<file path="src/rtl/bin2bcd_pkg.sv">
// Shared constants, FSM state type and counter-width helper for the binary-to-BCD converter.
package bin2bcd_pkg;

  localparam int IN_W_DEF   = 16;
  localparam int DIGITS_DEF = 5;

  typedef enum logic {
    IDLE,
    SHIFT
  } state_t;

  // Counter must hold IN_W itself, so size it for IN_W+1 values.
  function automatic int cnt_w(input int in_w);
    return $clog2(in_w + 1);
  endfunction

endpackage

</file>
<file path="src/rtl/bcd_add3.sv">
// Double-dabble digit correction: d+3 when d>=5, otherwise d. Combinational, no state.
// No handshake: output follows input in the same cycle.
module bcd_add3 (
  input  logic [3:0] d,
  output logic [3:0] q
);

  assign q = (d >= 4'd5) ? (d + 4'd3) : d;

endmodule

</file>
<file path="src/rtl/bin2bcd_seq.sv">
// Sequential binary-to-BCD (shift-and-add-3, one bit per clock); done/bcd IN_W edges after start.
// No backpressure: start is ignored while busy, bcd is held until the next completion.
module bin2bcd_seq
  import bin2bcd_pkg::*;
#(
  parameter int IN_W   = IN_W_DEF,
  parameter int DIGITS = DIGITS_DEF
) (
  input  logic                  clk,
  input  logic                  rst_n,
  input  logic                  start,
  input  logic [IN_W-1:0]       din,
  output logic                  busy,
  output logic                  done,
  output logic [4*DIGITS-1:0]   bcd
);

  localparam int CW = cnt_w(IN_W);

  state_t                state;
  logic [IN_W-1:0]       bin_q;
  logic [4*DIGITS-1:0]   scr_q;
  logic [4*DIGITS-1:0]   scr_adj;
  logic [4*DIGITS-1:0]   scr_nxt;
  logic [CW-1:0]         cnt_q;

  // All digits are corrected in parallel before the shift.
  for (genvar i = 0; i < DIGITS; i++) begin : g_add3
    bcd_add3 u_add3 (
      .d (scr_q[4*i +: 4]),
      .q (scr_adj[4*i +: 4])
    );
  end

  // The binary MSB enters scratch bit 0; the top scratch bit never carries out for legal inputs.
  assign scr_nxt = (scr_adj << 1) | {{(4*DIGITS-1){1'b0}}, bin_q[IN_W-1]};

  always_ff @(posedge clk or negedge rst_n) begin
    if (!rst_n) begin
      state <= IDLE;
      bin_q <= '0;
      scr_q <= '0;
      cnt_q <= '0;
      busy  <= 1'b0;
      done  <= 1'b0;
      bcd   <= '0;
    end else begin
      done <= 1'b0;
      case (state)
        IDLE: begin
          if (start) begin
            bin_q <= din;
            scr_q <= '0;
            cnt_q <= IN_W[CW-1:0];
            busy  <= 1'b1;
            state <= SHIFT;
          end
        end
        SHIFT: begin
          scr_q <= scr_nxt;
          bin_q <= bin_q << 1;
          cnt_q <= cnt_q - 1'b1;
          if (cnt_q == CW'(1)) begin
            bcd   <= scr_nxt;
            done  <= 1'b1;
            busy  <= 1'b0;
            state <= IDLE;
          end
        end
        default: state <= IDLE;
      endcase
    end
  end

endmodule

</file>
<file path="config.mk">
export PLATFORM = sky130hd
export DESIGN_NAME = bin2bcd_seq
export DESIGN_NICKNAME = d
export VERILOG_FILES = /design/src/rtl/bin2bcd_pkg.sv /design/src/rtl/bcd_add3.sv /design/src/rtl/bin2bcd_seq.sv
export SDC_FILE = /design/constraint.sdc
export NUM_CORES = 1
export LEC_CHECK = 0
export BUFFER_PORTS_ARGS = -buffer_cell sky130_fd_sc_hd__buf_2
export CELL_PAD_IN_SITES_DETAIL_PLACEMENT = 2
export CELL_PAD_IN_SITES_GLOBAL_PLACEMENT = 2
export CORE_UTILIZATION = 40
export DETAILED_ROUTE_END_ITERATION = 16
export GPL_TIMING_DRIVEN = 0
export PLACE_DENSITY = 0.82
export SKIP_LAST_GASP = 1
export SYNTH_ARGS = -nofsm -noshare
export SYNTH_HDL_FRONTEND = slang
export SYNTH_SLANG_ARGS = --single-unit
</file>
<file path="constraint.sdc">
create_clock -name clk -period 3.1 [get_ports clk]
set_clock_uncertainty 0.05 [all_clocks]
set_input_delay 0 -clock clk [delete_from_list [all_inputs] [get_ports clk]]
set_output_delay 0 -clock clk [all_outputs]
set_load 0.05 [all_outputs]
</file>
==> results of run 1 <==
==> what timing repair did <==
action | 4_1_cts | 5_1_grt
resized for setup | 0 | 0
endpoints found under the hold margin | 80 | 0
buffers inserted | 0 | 0
hold buffers | 17 | 0
==> layout by cell type (no fill, tap or decap), drive strengths merged <==
master	netlist	layout
dfrtp	64	64
buf	12	51
nand2	39	39
o21ai	32	32
mux2i	30	30
dlygate4sd3	0	17
clkbuf	3	17
nor3b	15	15
a21oi	15	15
inv	13	13
ha	12	12
mux2	11	11
a21o	9	9
nand2b	7	7
nor3	6	6
xnor2	5	5
nor2	4	4
xor2	3	3
clkinv	1	3
o31ai	2	2
nand4b	1	1
a22o	1	1
nand3	1	1
==> cell usage after synthesis <==
| cell | number |
|---|---|
| a21o_1 | 8 |
| a21o_2 | 1 |
| a21oi_1 | 10 |
| a21oi_2 | 5 |
| a22o_1 | 1 |
| buf_12 | 1 |
| buf_2 | 10 |
| buf_4 | 1 |
| clkbuf_1 | 3 |
| clkinv_1 | 1 |
| dfrtp_1 | 64 |
| ha_1 | 12 |
| inv_1 | 12 |
| inv_2 | 1 |
| mux2_2 | 3 |
| mux2_4 | 8 |
| mux2i_1 | 30 |
| nand2_1 | 39 |
| nand2b_1 | 7 |
| nand3_1 | 1 |
| nand4b_4 | 1 |
| nor2_1 | 3 |
| nor2_2 | 1 |
| nor3_1 | 6 |
| nor3b_1 | 15 |
| o21ai_0 | 28 |
| o21ai_1 | 4 |
| o31ai_1 | 2 |
| xnor2_1 | 5 |
| xor2_1 | 3 |
==> registers in the layout, indices dropped and copies added (netlist names) <==
register,flops
state,1
cnt_q,5
busy,1
done,1
bin_q,16
scr_q,20
bcd,20
==> tightest hold or removal path: stages <==
cell and delay [ns]:
clkbuf_1 0.11, clkinv_1 0.22, o21ai_0 0.11
==> logic make-up (layout without fill, tap and decap cells) <==
group           Yosys count  count (layout)  share of synthesized area
xor+xnor                  8               8                    0.02229
flops                    64              64                     0.5096
fa+ha+maj                12              12                    0.04777
compound gates           59              59                     0.1103
buf+inv                  29             101                    0.04498
mux                      41              41                     0.1445
simple gates             73              73                     0.1206
==> metrics by stage <==
| step | utilization | instance area [um^2] | worst slack, ns | hold WS [ns] | cells |
|---|---|---|---|---|---|
| global route | 0.5180 | 3837 | 1.277 | 0.1930 | 457 |
| global placement | 0.4673 | 3462 | 1.519 | 0.2011 | 424 |
| detailed placement | 0.4677 | 3465 | 1.386 | 0.1111 | 424 |
| floorplan | - | 3143 | 1.651 | -0.3456 | 286 |
| finish | 0.5180 | 3837 | 1.364 | 0.1054 | 457 |
| CTS | 0.5180 | 3837 | 1.370 | 0.1293 | 457 |
==> power groups by stage <==
stage | clock network, mW | logic [mW] | registers (mW)
after floorplan | 0 | 1.16 | 1.82
after global routing | 0.771 | 2.26 | 1.52
after CTS | 0.739 | 2.08 | 1.48
final | 0.723 | 2.06 | 1.48
after detailed placement | 0 | 2.03 | 1.49
after global placement | 0 | 1.92 | 1.46
==> metal layers <==
layer  vias up  global-route usage  share of wire
met3        11             0.04209          0.029
met1      1193              0.2774           0.42
li1       1109                   -              -
met5         -                   0              0
met2        47              0.4457           0.54
met4         0             0.08871          0.015
==> worst max-delay path by stage <==
stage | startpoint | endpoint | slack, ns
5_1_grt | scr_q[16] | bcd[18] | 1.28
3_5_place_dp | scr_q[17] | bcd[18] | 1.39
4_1_cts | scr_q[17] | bcd[18] | 1.37
2_1_floorplan | scr_q[4] | bcd[6] | 1.65
6_report | scr_q[17] | bcd[18] | 1.36
3_3_place_gp | scr_q[17] | bcd[18] | 1.52
==> layout make-up <==
type / count / share of cell area
Tap cell: 99 / 0.03228
Clock inverter: 2 / 0.002608
Sequential cell: 64 / 0.4173
Inverter: 14 / 0.01369
Timing Repair Buffer: 56 / 0.09586
Clock buffer: 14 / 0.05021
Multi-Input combinational cell: 193 / 0.3649
Buffer: 15 / 0.02315
==> impl_results.md, run 1 <==
* Status: finished, final reports clean
* Initial core utilization at 0.4243
* # H-tree levels at 3
* Fraction of layout cells with a size suffix above 1 at 0.2430
* Largest stage delay on the critical path at 0.37 ns
* Fin crit period at 1.736 ns
* Largest cells by area after synthesis: dfrtp_1, mux2i_1, ha_1, nand2_1, o21ai_0
* Critical path class: flip-flop to flip-flop
* Initial DRC Count at 106
* CTS Sinks at 64
* Sw Share at 0.4406
* Die Height at 90.64 um
* Routed vias/inst at 5.164
* DPL Wire Length at 5.450 mm
* Number of placement rows at 31
* Hold Path Cell Cnt at 3
* Yosys cell types at 30
* Vias in the first global route at 2852
* CP required at 3.34 ns
* Hold Crit Start: start
* CTS tree: built
* Overall Power at 4.259 mW
* Slew Limit Fails at 0
* Ports at 41
* Multi-input logic area at 1400 um^2
* Slew headroom at 0.4429
* Logic pwr share at 0.484
* Sequential share of power at 0.346
* Initial antenna violation count at 0
* Clock buffer depth at 2
* Crit path buf inv count at 1
* Post-Syn Nets at 317
* Crit Reg-Reg Startpoint: scr_q[17]
* Congestion Overflow GR at 0
* Setup violators final at 0
* Final GP Congestion at 0.7014
* ANT cells at 0
* FILL cells at 749
* Max FO, Critical Path at 5
* DR pass1 iterations at 4
* Worst-Skew Late Latency at 0.34 ns
* Yosys top cell by area: dfrtp_1
* CTS Buf Count at 9
* Sequential fraction of the synthesis area at 0.5096
* CTS clk-pin slew, worst paths at 0.07 ns
* Buffers on Ports at 39
* Reg2reg setup slack at 1.36 ns
* Setup TNS at 0 ns
* Leakage power at 1.914 nW
* Reg area at 1602 um^2
* DIE AREA at 8216 um^2
* Global-route wire length before repair at 15.01 mm
* Root buffer cell: clkbuf_8
* Cell Area, Synth at 3143 um^2
* WP depth at 6
* Core Area at 7408 um^2
* Fmax at 576.1 MHz
* #FFs+latches synth at 64
* CP Capture Type: flip-flop
* DR vias at 2360
* FF-to-FF path depth at 6
* Pwr dens at 1110 nW/um^2
* Startpoint types: flip-flop
* Antenna viol nets, final at 0
* Syn avg cell area at 10.99 um^2
* Die Wd at 90.64 um
* Clk pwr share at 0.170
* CP arrival at 1.97 ns
* Hold EP: busy
* Slew of the pin with the lowest slew margin at 0.8357 ns
* Delay-heaviest family, CP: multiplexers
* Sw power at 1.876 mW
* Share of the synthesized area in the top cell type at 0.5096
* Drt drc at 0
* Max-cap viol count at 0
* YS warnings at 0
* Area growth, synth to finish at 22.09%
* Largest net degree at the start of global routing at 65
* RSZ-0062 raised after global routing: false
* Internal power at 2.382 mW
* Slowest CP cell: dfrtp_1
* Worst min-delay path class: primary input to flip-flop
* Peak supply drop at 0.0003349 V
* Final Cycle Share at 0.5599
* Fin. Hold Viols at 0
* DRT Wirelength at 8.791 mm
* Worst reg2reg endpoint: bcd[18]
* GRT Util Overall at 0.2418
* Crit-path cells: inv_1 > ha_1 > nand2b_1 > a21oi_2 > mux2i_1 > mux2_4
* Routed wire per std cell at 19.24 um
* Cells after Synth at 286
* Layout Nets at 384
No activity file was read; power rests on OpenSTA's default activity.
==> inputs of run 2 (changes only) <==
- CORE_UTILIZATION: 40 -> 34
- PLACE_DENSITY: 0.82 -> 0.74
- clock period: 3.1 -> 1.5 ns (I/O delays scaled with it)
==> run 2 against run 1 <==
Effect of this change: cell area grew 14%; non-clock buffer count grew 26; critical endpoint unchanged; the run now ends with setup timing left; fmax grew 10%; routed wire length grew 11%.
==> impl_results.md, run 2 (synthesized netlist as in run 1, its figures left out) <==
* Worst-Skew Late Latency at 0.36 ns (was 0.34 ns)
* Core Area at 8848 um^2 (was 7408 um^2)
* Largest regs: bcd x20, scr_q x20, bin_q x16 (unchanged)
* Overall Power at 10.57 mW (was 4.259 mW)
* Max FO, Critical Path at 5 (unchanged)
* Antenna viol nets, final at 0 (unchanged)
* CP Capture Type: flip-flop (unchanged)
* Largest stage delay on the critical path at 0.40 ns (was 0.37 ns)
* GRT Util Overall at 0.2142 (was 0.2418)
* Status: complete, but fails checks (was finished, final reports clean)
* Sequential share of power at 0.301 (was 0.346)
* Global-route wire length before repair at 15.64 mm (was 15.01 mm)
* Drt drc at 0 (unchanged)
* Slew of the pin with the lowest slew margin at 0.8453 ns (was 0.8357 ns)
* Crit path buf inv count at 3 (was 1)
* Initial antenna violation count at 0 (unchanged)
* Final GP Congestion at 0.7378 (was 0.7014)
* DIE AREA at 9632 um^2 (was 8216 um^2)
* CTS Sinks at 64 (unchanged)
* Fraction of layout cells with a size suffix above 1 at 0.4063 (was 0.2430)
* CTS tree: built (unchanged)
* FF-to-FF path depth at 6 (unchanged)
* Die Wd at 98.15 um (was 90.64 um)
* Routed vias/inst at 5.124 (was 5.164)
* CTS Buf Count at 9 (unchanged)
* Delay-heaviest family, CP: buffers and inverters (was multiplexers)
* Routed wire per std cell at 19.87 um (was 19.24 um)
* Final setup margin at -0.07543 ns (was 1.364 ns)
* # H-tree levels at 3 (unchanged)
* DPL Wire Length at 5.323 mm (was 5.450 mm)
* Reg2reg setup slack at -0.08 ns (was 1.36 ns)
* Cells after DPL at 433 (was 424)
* Worst min-delay path class: primary input to flip-flop (unchanged)
* Initial core utilization at 0.3552 (was 0.4243)
* Fin. Hold Viols at 0 (unchanged)
* Number of placement rows at 34 (was 31)
* Root buffer cell: clkbuf_8 (unchanged)
* Slowest CP cell: dfrtp_1 (unchanged)
* RSZ-0062 raised after global routing: true (was false)
* Logic pwr share at 0.535 (was 0.484)
* Area growth, synth to finish at 38.73% (was 22.09%)
* Initial DRC Count at 58 (was 106)
* CTS clk-pin slew, worst paths at 0.09 ns (was 0.07 ns)
* Vias in the first global route at 2927 (was 2852)
* Crit-path cells: inv_2 > ha_4 > nand4b_4 > inv_2 > bufbuf_16 > mux2_4 (was inv_1 > ha_1 > nand2b_1 > a21oi_2 > mux2i_1 > mux2_4)
* CP arrival at 1.77 ns (was 1.97 ns)
* WP depth at 6 (unchanged)
* Fmax at 634.7 MHz (was 576.1 MHz)
* Clock buffer depth at 2 (unchanged)
* Pwr dens at 2424 nW/um^2 (was 1110 nW/um^2)
* Ports at 41 (unchanged)
* Slew headroom at 0.4365 (was 0.4429)
* Peak supply drop at 0.0006282 V (was 0.0003349 V)
* Max-cap viol count at 0 (unchanged)
* Sw power at 4.596 mW (was 1.876 mW)
* Buffers on Ports at 39 (unchanged)
* Finished Layout Cells at 492 (was 457)
* Sw Share at 0.4349 (was 0.4406)
* CP required at 1.70 ns (was 3.34 ns)
* Fin crit period at 1.575 ns (was 1.736 ns)
* Pre-CTS setup slack at -0.1773 ns (was 1.386 ns)
* Leakage power at 2.074 nW (was 1.914 nW)
* DR pass1 iterations at 6 (was 4)
* Layout Nets at 410 (was 384)
* Final Cycle Share at 1.050 (was 0.5599)
* Cell mode on critical path: inv_2
* Congestion Overflow GR at 0 (unchanged)
* Hold Path Cell Cnt at 3 (unchanged)
* DRT Wirelength at 9.775 mm (was 8.791 mm)
* ANT cells at 0 (unchanged)
* Largest net degree at the start of global routing at 65 (unchanged)
* Violated checks: setup timing
* Die Height at 98.15 um (was 90.64 um)
* DR vias at 2521 (was 2360)
* Most frequent cells in the layout: dfrtp_1, buf_2, nand2_1 (unchanged)
* Slew Limit Fails at 0 (unchanged)
* Startpoint types: flip-flop (unchanged)
* Most common cell after layout, fill and taps aside: dfrtp_1 (unchanged)
* Setup violators final at 14 (was 0)
* Internal power at 5.972 mW (was 2.382 mW)
* Critical path class: flip-flop to flip-flop (unchanged)
* Clk pwr share at 0.164 (was 0.170)
run 2: cell count changes in the layout (fill, tap and decap cells not counted), moves of 9 or more:
cell and change:
ha_1 -11, ha_4 +9, inv_1 -11, buf_4 +23
inv_2 +10
run 2: final timing paths:
check	startpoint	to
hold / removal	start	busy
setup reg to reg	cnt_q[1]	bcd[18]
max in group asynchronous	rst_n	cnt_q[2]
hold reg to reg	bcd[16]	bcd[16]
setup / recovery	cnt_q[1]	bcd[18]
min in group asynchronous	rst_n	cnt_q[1]
run 2: power by group through the flow:
stage / sequential, mW / clock [mW] / combinational (mW)
after floorplan: 3.75 / 0 / 2.39
after global placement: 3.02 / 0 / 3.97
after detailed placement: 3.07 / 0 / 4.17
after CTS: 3.11 / 1.75 / 5.12
after global routing: 3.29 / 1.83 / 6.08
final: 3.18 / 1.73 / 5.65
run 2: timing repair:
action                                  4_1_cts  5_1_grt
pin swaps                                     7        3
cloned                                        1        0
resized for setup                            43       31
hold buffers                                 17        0
setup buffers                                15       10
endpoints found under the setup margin       18       31
endpoints found under the hold margin        80        0
run 2: worst min-delay path, stage by stage:
cell      delay, ns
clkbuf_1       0.12
clkinv_1       0.23
o21ai_0        0.13
run 2: metal layers:
layer | GRT usage | routed length [um] | share of wire | vias to the layer above
li1 | - | - | - | 1164
met5 | 0 | 0 | 0 | -
met1 | 0.2494 | 4061 | 0.42 | 1294
met2 | 0.3879 | 5217 | 0.53 | 45
met3 | 0.03794 | 272 | 0.028 | 18
met4 | 0.08840 | 222 | 0.023 | 0
run 2: layout make-up:
class / count / area, um^2
fillers: 909 / 4488
multi-input cells: 193 / 1644
flip-flops and latches: 64 / 1608
repair buffers: 82 / 599.3
clock buffers: 10 / 137.6
well taps: 108 / 135.1
plain buffers: 15 / 98.84
clock inverters: 6 / 82.58
inverters: 14 / 55.05
run 2: through the flow:
stage	util	setup TNS, ns	hold WS [ns]	cell area [um^2]
floorplan	-	0	-0.3456	3143
global placement	0.3925	-0.7738	0.2028	3473
detailed placement	0.3928	-1.431	0.1156	3476
CTS	0.4738	-0.06106	0.1490	4193
global route	0.4928	-1.638	0.1592	4360
finish	0.4928	-0.5652	0.1259	4360
